## config.mk

```make
export PLATFORM = sky130hd
export DESIGN_NAME = dlfloat_dot_engine
export DESIGN_NICKNAME = d
export VERILOG_FILES = /design/src/rtl/dlfloat_dot_engine.sv
export SDC_FILE = /design/constraint.sdc
export NUM_CORES = 1
export LEC_CHECK = 0
export CAP_MARGIN = 25
export CORE_ASPECT_RATIO = 1.75
export CORE_MARGIN = 2
export CORE_UTILIZATION = 50
export CTS_CLUSTER_DIAMETER = 120
export DETAILED_ROUTE_END_ITERATION = 16
export HOLD_SLACK_MARGIN = 0.03
export PLACE_DENSITY = 0.69
export SYNTH_ARGS = -nofsm -noshare
export SYNTH_HDL_FRONTEND = slang
export SYNTH_SLANG_ARGS = --single-unit
```

## constraint.sdc

```tcl
create_clock -name clk -period 12.2 [get_ports clk]
set_clock_uncertainty 0.1 [all_clocks]
set_input_delay 1.22 -clock clk [delete_from_list [all_inputs] [get_ports clk]]
set_output_delay 1.22 -clock clk [all_outputs]
set_load 0.005 [all_outputs]
```

## src/rtl/dlfloat_dot_engine.sv

```systemverilog
// dlfloat_dot_engine: DLFloat16 multiply-accumulate dot product over VEC_LEN pairs, word or byte-serial result.
// Define DLFLOAT_SAT_EN to saturate/flush out-of-range exponents; otherwise they wrap modulo 64.
module dlfloat_dot_engine #(
  parameter int VEC_LEN = 4,
  parameter int OUT_SERIAL = 0
) (
  input  logic        clk,
  input  logic        rst_n,
  input  logic        clear,
  input  logic        in_valid,
  output logic        in_ready,
  input  logic [15:0] in_a,
  input  logic [15:0] in_b,
  output logic        out_valid,
  input  logic        out_ready,
  output logic [15:0] out_data,
  output logic        busy
);
  localparam int CW = VEC_LEN > 1 ? $clog2(VEC_LEN) : 1;
  localparam logic [CW-1:0] LAST = CW'(VEC_LEN - 1);
  typedef enum logic [1:0] {ACC, DRAIN, HOLD_HI, HOLD_LO} state_t;
  state_t state_q, state_d;
  logic [CW-1:0] cnt_q, cnt_d;
  logic [15:0] prod_q, prod_d, acc_q, acc_d;
  logic hs, hold;

  function automatic logic [15:0] pack(input logic s, input logic signed [8:0] e, input logic [8:0] m);
`ifdef DLFLOAT_SAT_EN
    pack = e > 9'sd63 ? {s, 6'h3F, 9'h1FE} : e < 9'sd1 ? 16'h0000 : {s, 6'(e), m};
`else
    pack = {s, 6'(e), m};
`endif
  endfunction

  function automatic logic [15:0] fmul(input logic [15:0] a, input logic [15:0] b);
    logic [10:0] pt;
    logic signed [8:0] e;
    pt = 11'((20'({1'b1, a[8:0]}) * 20'({1'b1, b[8:0]})) >> 9);
    e = $signed(9'(a[14:9]) + 9'(b[14:9]) + 9'(pt[10]) - 9'd31);
    fmul = (a == 16'hFFFF || b == 16'hFFFF) ? 16'hFFFF :
           (a == 16'h0000 || b == 16'h0000) ? 16'h0000 :
           pack(a[15] ^ b[15], e, pt[10] ? pt[9:1] : pt[8:0]);
  endfunction

  function automatic logic [15:0] fadd(input logic [15:0] x, input logic [15:0] y);
    logic [15:0] l, s;
    logic [5:0] d;
    logic [10:0] ml, ms, r;
    logic [3:0] sh;
    logic signed [8:0] e;
    l = x[14:0] >= y[14:0] ? x : y;
    s = x[14:0] >= y[14:0] ? y : x;
    d = l[14:9] - s[14:9];
    ml = {2'b01, l[8:0]};
    ms = {2'b01, s[8:0]} >> d;
    r = l[15] == s[15] ? ml + ms : ml - ms;
    sh = 4'd0;
    // leading-one search; the highest set bit wins
    for (int i = 0; i < 10; i++) if (r[i]) sh = 4'(9 - i);
    sh = r[10] ? 4'd0 : sh;
    e = $signed(9'(l[14:9]) + 9'(r[10]) - 9'(sh));
    fadd = (x == 16'hFFFF || y == 16'hFFFF) ? 16'hFFFF :
           x == 16'h0000 ? y :
           y == 16'h0000 ? x :
           r == 11'd0 ? 16'h0000 :
           pack(l[15], e, r[10] ? r[9:1] : 9'(r << sh));
  endfunction

  assign hold = state_q == HOLD_HI || state_q == HOLD_LO;
  assign in_ready = state_q == ACC;
  assign hs = in_valid && in_ready && !clear;
  assign out_valid = hold;
  assign busy = cnt_q != '0 || state_q != ACC;
  assign out_data = !hold ? 16'h0000 : OUT_SERIAL == 0 ? acc_q :
                    {8'h00, state_q == HOLD_HI ? acc_q[15:8] : acc_q[7:0]};

  // idle cycles load a zero product, which leaves the accumulator untouched
  always_comb begin
    state_d = state_q;
    cnt_d = hs ? (cnt_q == LAST ? '0 : cnt_q + CW'(1)) : cnt_q;
    prod_d = hs ? fmul(in_a, in_b) : 16'h0000;
    acc_d = fadd(acc_q, prod_q);
    if (hs && cnt_q == LAST) state_d = DRAIN;
    if (state_q == DRAIN) state_d = HOLD_HI;
    if (out_ready && state_q == HOLD_HI) state_d = OUT_SERIAL != 0 ? HOLD_LO : ACC;
    if (out_ready && state_q == HOLD_LO) state_d = ACC;
    if ((hold && state_d == ACC) || (clear && !hold)) begin
      state_d = ACC;
      cnt_d = '0;
      prod_d = 16'h0000;
      acc_d = 16'h0000;
    end
  end

  always_ff @(posedge clk or negedge rst_n)
    if (!rst_n) begin
      state_q <= ACC;
      cnt_q <= '0;
      prod_q <= 16'h0000;
      acc_q <= 16'h0000;
    end else begin
      state_q <= state_d;
      cnt_q <= cnt_d;
      prod_q <= prod_d;
      acc_q <= acc_d;
    end
endmodule

```

==> impl_metrics.yaml <==
floorplan:
  boundaryPins: 56
  die_w_um: 102
  num_rows: 62
  die_area_mm2: 0.0178
  die_y_um: 175
  start_util_pct: 51.1
  core_mm2: 0.0164
clock_network:
  cts_setup_buffers: 0
  cts_resized: 0
  htree_levels: 2
  clkSlewWorstSetupHoldPaths_ps: 60
  cts_sinks: 36
  root_buffer: "clkbuf_16"
  worstSkewPairLatency_ps: 290
  cts_hold_buf: 0
  cts_buffers: 5
  cts_buffer_depth: 2
  cts_tree: "yes"
worst_setup_path:
  cp.arrival_ps: 9940
  critPathKind: "register to register"
  critPathSlowestCell: "a211oi_2"
  worstSetupStartpoint: "prod_q[12]$_DFF_PN0_"
  required_ps: 12260
  startpoint_type: "register"
  crit_fanout: 11
  end_kind: "register"
  crit-reg2reg-launch: "prod_q[12]$_DFF_PN0_"
  cpPeakStageDelay_ps: 550
  cpLargestDelayFamily: "compound AO/OA/AOI/OAI gates"
  crit_buf_inv: 3
yosys:
  syn_area_per_cell_um2: 8.04
  synthTopCellsByCount: "inv_1, nand2_1, ha_1"
  synth-edff-count: 0
  yosys.area.top_type: "fa_1"
  syn_area_mm2: 0.00836
  synthArstFlopShare_pct: 100
  synth_most_common_cell: "inv_1"
  syn-instance-count: 1040
  yosysWarnings: 0
  ys_types: 86
  synth_fp_nets: 1239
  synth_top_area_share_pct: 15.3
  synth_seq_area_share_pct: 10.8
  synthFlopType: "dfrtp_1"
  synth_area_leaders: "fa_1, ha_1, dfrtp_1"
  synth_seq_cells: 36
power_and_ir_drop:
  power.total_mw: 2.76
  combPwrFrac_pct: 87.5
  internal_power_mw: 1.18
  switching_share_pct: 57.2
  powerDensity_mw_per_mm2: 301
  ir_drop_mv: 0.142
  power.leakage_nw: 4.25
  netSwitchingPower_mw: 1.58
  pwr-share-clk_pct: 5.3
  pwr-share-seq_pct: 7.3
grt:
  grt_max_degree: 37
  grt-ovfl-total: 0
  grt_pass1_vias: 8028
  grt_first_pass_wirelength_mm: 40.7
  grt_antenna_before_repair: 0
  grt_use_total_pct: 29.4
cells_and_area:
  fin_nets: 1259
  fin_util_pct: 56.1
  drive_above_1_share_pct: 5.56
  final_area_mm2: 0.00919
  antennaDiodeCount: 0
  area_growth_syn_to_layout_pct: 9.87
sta:
  fin_setup_tns_ps: 0
  worst-slew-pin-transition_ps: 1130
  relSlewSlack_pct: 23.7
  setup_viol: 0
  period_share_pct: 80.9
  final_max_slew_viol_count: 0
  rsz0062_at_grt: "no"
  hold_viol: 0
  setup_slack_ps: 2320
  timing.fmax_mhz: 101
  period_needed_ps: 9880
run_status:
  outcome: "finished clean"
placement:
  place_ws_ps: 2480
  hpwl_mm: 20.7
  postPlaceCellArea_mm2: 0.00902
  gp_congestion: 0.991
  port_buffers: 55
job:
  drv_cap: 0
drt:
  drt_wl_total_mm: 25.1
  drc: 0
  drt_pre_antenna_iters: 8
  routed_via_density: 6.15
  dr_total_vias: 7901
  post_drt_wl_per_cell_um: 19.6
  drtIter0Drc: 344
  ant_nets: 0
hold_path:
  hold_start: "cnt_q[0]$_DFFE_PN0P_"
  hold_class: "register to register"
-- power by group through the flow --
| stage | registers [mW] | logic, mW | clock network (mW) |
|---|---|---|---|
| 2_1_floorplan | 0.176 | 1.81 | 0 |
| 3_3_place_gp | 0.200 | 2.36 | 0 |
| 3_5_place_dp | 0.200 | 2.37 | 0 |
| 4_1_cts | 0.198 | 2.38 | 0.147 |
| 5_1_grt | 0.204 | 2.66 | 0.150 |
| 6_report | 0.200 | 2.41 | 0.146 |
-- cell type report --
cell class              count  area, um^2
well taps                 224         280
fillers                  1576        7180
inverters                 124         465
repair buffers             59         576
multi-input cells         834        6800
flip-flops and latches     36         901
clock buffers               5         125
clock inverters             3        42.5
-- logic make-up after synthesis --
| kind of cell | synth area share (%) |
|---|---|
| compound gates | 20.2 |
| xor+xnor | 3.98 |
| fa+ha+maj | 30.0 |
| buf+inv | 7.93 |
| flops | 10.8 |
| mux | 4.37 |
| simple gates | 22.8 |
-- final timing paths --
kind                       slack, ps                    end  cells after the start
max                             2320  acc_q[14]$_DFFE_PN0P_                     38
min                              420   cnt_q[0]$_DFFE_PN0P_                      1
max reg2reg                     2320  acc_q[14]$_DFFE_PN0P_                     38
min reg2reg                      420   cnt_q[0]$_DFFE_PN0P_                      1
max in group asynchronous      10570   cnt_q[0]$_DFFE_PN0P_                      1
min in group asynchronous        910  acc_q[13]$_DFFE_PN0P_                      1
-- registers in the layout, indices dropped and copies added (netlist names) --
| signal | cells |
|---|---|
| cnt_q | 2 |
| prod_q | 16 |
| state_q | 2 |
| acc_q | 16 |
-- cells in the final DEF (no fill, tap or decap), types with 5 or more instances in the layout --
| master | n |
|---|---|
| a211oi_1 | 8 |
| a21o_1 | 18 |
| a21oi_1 | 62 |
| a221oi_1 | 11 |
| a22o_1 | 5 |
| a31oi_1 | 6 |
| and2_1 | 69 |
| and3_1 | 5 |
| clkbuf_16 | 5 |
| clkdlybuf4s50_1 | 54 |
| dfrtp_1 | 36 |
| fa_1 | 64 |
| ha_1 | 98 |
| inv_1 | 122 |
| mux2i_1 | 11 |
| mux4_2 | 8 |
| nand2_1 | 114 |
| nand3_1 | 23 |
| nand4_1 | 25 |
| nor2_1 | 48 |
| nor2b_1 | 5 |
| nor3_1 | 14 |
| nor4_1 | 23 |
| o211ai_1 | 11 |
| o21a_1 | 6 |
| o21ai_0 | 54 |
| o21ai_1 | 5 |
| o21bai_1 | 9 |
| o31ai_1 | 6 |
| or2_2 | 7 |
| xnor2_1 | 21 |
| xor2_1 | 17 |
-- per-stage QoR --
step / std cells / hold WS, ps
final: 1285 / 417
after global routing: 1285 / 446
after global placement: 1277 / 411
after detailed placement: 1277 / 412
after CTS: 1285 / 420
after floorplan: 1040 / 383
-- worst reg2reg max path, delay by kind of cell (launching register included) --
kind	cells	cell delay, ps
adder cells (fa/ha/maj)	5	1970
XOR/XNOR	3	370
flip-flops	1	520
buffers and inverters	3	710
AO/OA/AOI/OAI	23	5280
AND/OR/NAND/NOR	4	770
-- routing by layer --
metal	part of all wire, %	GRT usage, %	vias up	routed length [um]
met4	8.1	20.8	0	2040
met1	34	29.6	3775	8500
li1	-	-	3694	-
met2	54	54.4	317	13600
met3	4.0	2.64	115	1000
met5	0	0	-	0
Power figures use the tool's default switching activity.
